[src/rtl/truth_table_scanner.sv]
// Stimulus/capture harness for a 4-input combinational function: walks a,b,c,d
// through all 16 vectors, captures f into a truth table and checks it against EXPECTED.
module truth_table_scanner #(
    parameter int unsigned SETTLE   = 1,
    parameter logic [15:0] EXPECTED = 16'hFFAF
) (
    input  logic        clk_i,
    input  logic        rst_i,
    input  logic        start_i,
    input  logic        f_i,
    output logic        a_o,
    output logic        b_o,
    output logic        c_o,
    output logic        d_o,
    output logic        busy_o,
    output logic        done_o,
    output logic        pass_o,
    output logic [4:0]  err_count_o,
    output logic [15:0] tt_out_o
);

    typedef enum logic [1:0] {
        ST_IDLE  = 2'd0,
        ST_SCAN  = 2'd1,
        ST_CHECK = 2'd2
    } state_e;

    localparam logic [7:0] SETTLE_LAST = 8'(SETTLE - 1);

    function automatic logic [4:0] popcount16(input logic [15:0] v);
        logic [4:0] n;
        n = 5'd0;
        for (int i = 0; i < 16; i++) begin
            n = n + {4'd0, v[i]};
        end
        return n;
    endfunction

    state_e      state_q;
    logic [3:0]  vec_q;
    logic [7:0]  cnt_q;
    logic        busy_q;
    logic        done_q;
    logic        pass_q;
    logic [4:0]  err_q;
    logic [15:0] tt_q;

    logic [15:0] diff_d;
    logic [4:0]  err_d;
    logic        pass_d;

    // Comparison of the captured table against the golden one, consumed in CHECK.
    always_comb begin
        diff_d = tt_q ^ EXPECTED;
        err_d  = popcount16(diff_d);
        pass_d = (diff_d == 16'h0000);
    end

    // Scan controller: vector walk, settle counting, capture and result latch.
    always_ff @(posedge clk_i or posedge rst_i) begin
        if (rst_i) begin
            state_q <= ST_IDLE;
            vec_q   <= 4'd0;
            cnt_q   <= 8'd0;
            busy_q  <= 1'b0;
            done_q  <= 1'b0;
            pass_q  <= 1'b0;
            err_q   <= 5'd0;
            tt_q    <= 16'h0000;
        end else begin
            case (state_q)
                ST_IDLE: begin
                    if (start_i) begin
                        state_q <= ST_SCAN;
                        vec_q   <= 4'd0;
                        cnt_q   <= 8'd0;
                        busy_q  <= 1'b1;
                        done_q  <= 1'b0;
                        pass_q  <= 1'b0;
                        err_q   <= 5'd0;
                        tt_q    <= 16'h0000;
                    end else begin
                        state_q <= ST_IDLE;
                    end
                end
                ST_SCAN: begin
                    if (cnt_q == SETTLE_LAST) begin
                        cnt_q        <= 8'd0;
                        tt_q[vec_q]  <= f_i;
                        if (vec_q == 4'd15) begin
                            state_q <= ST_CHECK;
                        end else begin
                            vec_q <= vec_q + 4'd1;
                        end
                    end else begin
                        cnt_q <= cnt_q + 8'd1;
                    end
                end
                ST_CHECK: begin
                    err_q   <= err_d;
                    pass_q  <= pass_d;
                    done_q  <= 1'b1;
                    busy_q  <= 1'b0;
                    vec_q   <= 4'd0;
                    state_q <= ST_IDLE;
                end
                default: begin
                    state_q <= ST_IDLE;
                    vec_q   <= 4'd0;
                    cnt_q   <= 8'd0;
                    busy_q  <= 1'b0;
                end
            endcase
        end
    end

    assign a_o         = vec_q[3];
    assign b_o         = vec_q[2];
    assign c_o         = vec_q[1];
    assign d_o         = vec_q[0];
    assign busy_o      = busy_q;
    assign done_o      = done_q;
    assign pass_o      = pass_q;
    assign err_count_o = err_q;
    assign tt_out_o    = tt_q;

endmodule
[config.mk]
export PLATFORM = sky130hd
export DESIGN_NAME = truth_table_scanner
export DESIGN_NICKNAME = d
export VERILOG_FILES = /design/src/rtl/truth_table_scanner.sv
export SDC_FILE = /design/constraint.sdc
export NUM_CORES = 1
export LEC_CHECK = 0
export ABC_AREA = 1
export CAP_MARGIN = 20
export CORE_MARGIN = 4
export CORE_UTILIZATION = 55
export CTS_CLUSTER_DIAMETER = 50
export DETAILED_ROUTE_END_ITERATION = 6
export GPL_TIMING_DRIVEN = 0
export PLACE_DENSITY = 0.84
export SYNTH_ARGS = -nofsm -noshare
export SYNTH_HDL_FRONTEND = slang
export SYNTH_SLANG_ARGS = --single-unit
[constraint.sdc]
create_clock -name clk_i -period 5.7 [get_ports clk_i]
set_input_delay 1.71 -clock clk_i [delete_from_list [all_inputs] [get_ports clk_i]]
set_output_delay 1.71 -clock clk_i [all_outputs]
set_load 0.05 [all_outputs]
==> metrics.log <==
[metrics] status: complete, no violations
[metrics] Mapped Nets: 347
[metrics] number of vias after detailed routing: 2272
[metrics] final number of setup-violating endpoints: 0
[metrics] number of clock buffers inserted by TritonCTS: 5
[metrics] RSZ-0062 raised after global routing: no
[metrics] CP max-delay cell: fa_1
[metrics] final worst-path setup slack: 2.12 ns
[metrics] data required time of the critical path: 5.89 ns
[metrics] DR iter-0 viols: 187
[metrics] reg-to-reg endpoint: err_count_o[4]
[metrics] number of synthesized flops with an enable pin: 0
[metrics] crit path capture type: flop
[metrics] total standard cell area after synthesis: 0.00269 sq mm
[metrics] Synth Area in Compound Gates: 6.19%
[metrics] initial antenna violation count: 0
[metrics] Layout Area Growth over Synthesis: 18.1%
[metrics] post-detailed-routing wire length: 5.76 mm
[metrics] number of warnings reported in the yosys synthesis log: 0
[metrics] family with the most delay on the worst path: adder cells
[metrics] launching element type of the critical path: flop
[metrics] crit path time final: 3.58 ns
[metrics] total buffers and inverters traversed by the critical path: 3
[metrics] syn avg cell area: 8.34 sq um
[metrics] chip width: 77.9 um
[metrics] antenna diode count: 0
[metrics] area fraction in and, or, nand and nor cells after synthesis: 34.2%
[metrics] wire length of the first global-routing pass: 10.1 mm
[metrics] total of flip-flops plus latches after synthesis: 38
[metrics] sum of net half-perimeters after detailed placement: 4.34 mm
[metrics] fraction of the yosys area taken by sequential cells: 35.4%
[metrics] Die ar.: 0.00607 sq mm
[metrics] sequential cell area: 951 sq um
[metrics] Clk pin slew, worst setup/hold paths: 0.07 ns
[metrics] buffers from clock root to sink, at most: 2
[metrics] number of pins exceeding their max-slew limit in the final report: 0
[metrics] number of hold-repair buffers added at the cts stage: 0
[metrics] CP arrival: 3.76 ns
[metrics] fraction of the core area covered by cells at the end of the flow: 67.2%
[metrics] Final Wtd Congestion: 0.878
[metrics] max cap viols: 0
[metrics] critical path peak fanout: 3
[metrics] Worst-Margin Slew: 0.778 ns
[metrics] TritonCTS clock tree: built
[metrics] combinational family with the most area after synthesis: simple AND/OR/NAND/NOR gates
[metrics] Clk Latency, worst-skew pair: 0.29 ns
[metrics] final count of hold timing violations: 0
[metrics] number of sinks handled by clock tree synthesis: 38
[metrics] count of filler cells inserted in the layout: 390
[metrics] footprint of the multi-input gates: 0.00145 sq mm
[metrics] Period Utilization, post-route: 62.7%
[metrics] slowest cell delay on critical path: 0.55 ns
[metrics] Peak VDD IR: 0.412 mV
[metrics] dominant register cell in the synthesized netlist: dfrtp_1
[metrics] Hold Crit Class: reg -> reg
[metrics] overall fraction of global-route tracks in use: 20.7%
[metrics] synth unique cells: 31
[metrics] cell count of the worst reg-to-reg path: 12
[metrics] Clock Skew: 0.00352 ns
[metrics] pin count of the biggest net entering global routing: 39
[metrics] FMAX: 0.280 GHz
[metrics] count of buffers from port buffering: 31
[metrics] power density cells: 586 mW/mm^2
[metrics] post-synthesis cell count: 322
[metrics] LEAKAGE: 1.53 nW
[metrics] placement row count: 25
[metrics] number of nets in the layout: 385
[metrics] adder and majority cell fraction of the synthesized area: 12.6%
[metrics] CTS root buf: clkbuf_8
[metrics] vias in the first global route: 2199
[metrics] Setup Fix Bufs, Post-CTS: 0
[metrics] I/O Pins: 32
[metrics] most common library cell in the layout ignoring fill and taps: nand2_1
[metrics] Std-Cell Core Area: 0.00472 sq mm
[metrics] floorplan die height: 77.9 um
[metrics] crit-path cells: inv_1 -> fa_1 -> inv_1 -> fa_1 -> fa_1 -> fa_1 -> ha_1 -> fa_1 -> nand2_1 -> inv_1 -> o21ai_0 -> nand2_1
[metrics] hold path startpoint: err_count_o[4]
[metrics] length of the first detailed-routing pass in iterations: 7
[metrics] cell area after placement: 0.00308 sq mm
[metrics] number of resized instances in the post-cts repair step: 0
[metrics] antenna violation net count after detailed routing: 0
[metrics] fraction of final layout cells sized beyond drive strength 1: 15.8%
[metrics] setup slack at placement: 2.10 ns
[metrics] number of design rule violations left after detail routing: 0
[metrics] commonest cells after routing, fill and taps aside: nand2_1, inv_1, dfrtp_1
[metrics] Routed wire per std cell: 13.4 um
[metrics] Most common cell on crit path: fa_1
[metrics] Remaining Overflow, GRT: 0
[metrics] final total negative setup slack: 0 ns
[metrics] relative slew slack: 48.0%
[metrics] post-synthesis share of cell area spent on xor and xnor gates: 0.978%
[metrics] H-tree depth reported by CTS: 2
[metrics] area of all placed cells without fillers: 0.00317 sq mm
[metrics] worst hold stages: 2
[metrics] mean number of vias per cell: 5.31
[metrics] start-to-end type of the worst setup path: reg -> reg
[metrics] setup slack, reg-to-reg: 2.12 ns
[metrics] async set or reset register ratio after synthesis: 100%
[metrics] effective utilization at floorplan: 56.9%
[metrics] hold path endpoint: err_count_o[4]
[metrics] proportion of synthesized area in mux cells: 0%
[metrics] startpoint of the worst-slack reg-to-reg timing path: tt_out_o[4]
synthesized netlist by cell type (2+ instances only):
cell / count / share of area, %
nand2_1: 75 / 10
inv_1: 42 / 5.9
dfrtp_1: 38 / 35
nor2_1: 25 / 3.5
nand4_1: 22 / 5.1
nand3_2: 16 / 6.0
o21ai_0: 16 / 3.0
nand3_1: 15 / 2.8
ha_1: 11 / 5.1
fa_1: 10 / 7.5
o21ai_1: 7 / 1.3
inv_2: 5 / 0.70
buf_6: 4 / 1.7
nand2_2: 4 / 0.93
nor2_2: 4 / 0.93
buf_2: 3 / 0.56
nor3_1: 3 / 0.56
a22o_1: 2 / 0.65
buf_8: 2 / 1.1
inv_4: 2 / 0.47
nand2_4: 2 / 0.84
nor2_4: 2 / 0.84
nor2_8: 2 / 1.5
o22ai_1: 2 / 0.47
xor2_1: 2 / 0.65
through the flow:
stage | cells | hold WS [ns] | total power [W]
final | 428 | 0.475 | 0.00186
after global routing | 428 | 0.511 | 0.00205
after CTS | 428 | 0.477 | 0.00188
after detailed placement | 420 | 0.458 | 0.00168
after global placement | 420 | 0.453 | 0.00161
after floorplan | 322 | 0.470 | 0.00135
registers in the layout, summed over array words and instances (netlist names):
signal       flops
cnt_q            8
err_count_o      5
vec_q            4
done_o           1
state_q          2
pass_o           1
tt_out_o        16
busy_o           1
layer usage:
layer  share of wire [%]  wire [um]  global-route usage, %
met1                  45       2570                   27.9
met2                  48       2790                   33.9
met3                 5.6        323                   3.36
met4                 1.2         71                   7.12
met5                   0          0                      0
worst register-to-register path, cell delays in order, from the launching register on:
cell	delay, ns
dfrtp_1	0.39
inv_1	0.09
fa_1	0.53
inv_1	0.05
fa_1	0.49
fa_1	0.55
fa_1	0.42
ha_1	0.22
fa_1	0.38
nand2_1	0.08
inv_1	0.04
o21ai_0	0.16
nand2_1	0.07
worst max path at each step:
stage / from / endpoint / cells after the start
finish: tt_out_o[4] / err_count_o[4] / 12
global route: tt_out_o[4] / err_count_o[4] / 12
CTS: tt_out_o[4] / err_count_o[4] / 12
detailed placement: tt_out_o[4] / err_count_o[4] / 12
global placement: tt_out_o[4] / err_count_o[4] / 12
floorplan: tt_out_o[4] / err_count_o[4] / 12
layout make-up:
class | count | area share (%)
well taps | 67 | 2.64
inverters | 49 | 5.96
repair buffers | 31 | 9.78
multi-input cells | 225 | 45.7
flip-flops and latches | 38 | 30.0
clock inverters | 1 | 0.158
plain buffers | 10 | 3.08
clock buffers | 7 | 2.72
power by group:
part / switching (W) / internal, W / leakage [nW] / total, W
sequential: 0.0000797 / 0.000336 / 0.510 / 0.000415
clock: 0.0000966 / 0.0000976 / 0.0482 / 0.000194
combinational: 0.000785 / 0.000463 / 0.969 / 0.00125
total: 0.000961 / 0.000896 / 1.53 / 0.00186
cell families after synthesis:
kind of cell	Yosys count
AO/OA/AOI/OAI	30
adder cells (fa/ha/maj)	21
buffers and inverters	59
XOR/XNOR	3
AND/OR/NAND/NOR	171
flip-flops	38
(Power assumes the default switching activity.)
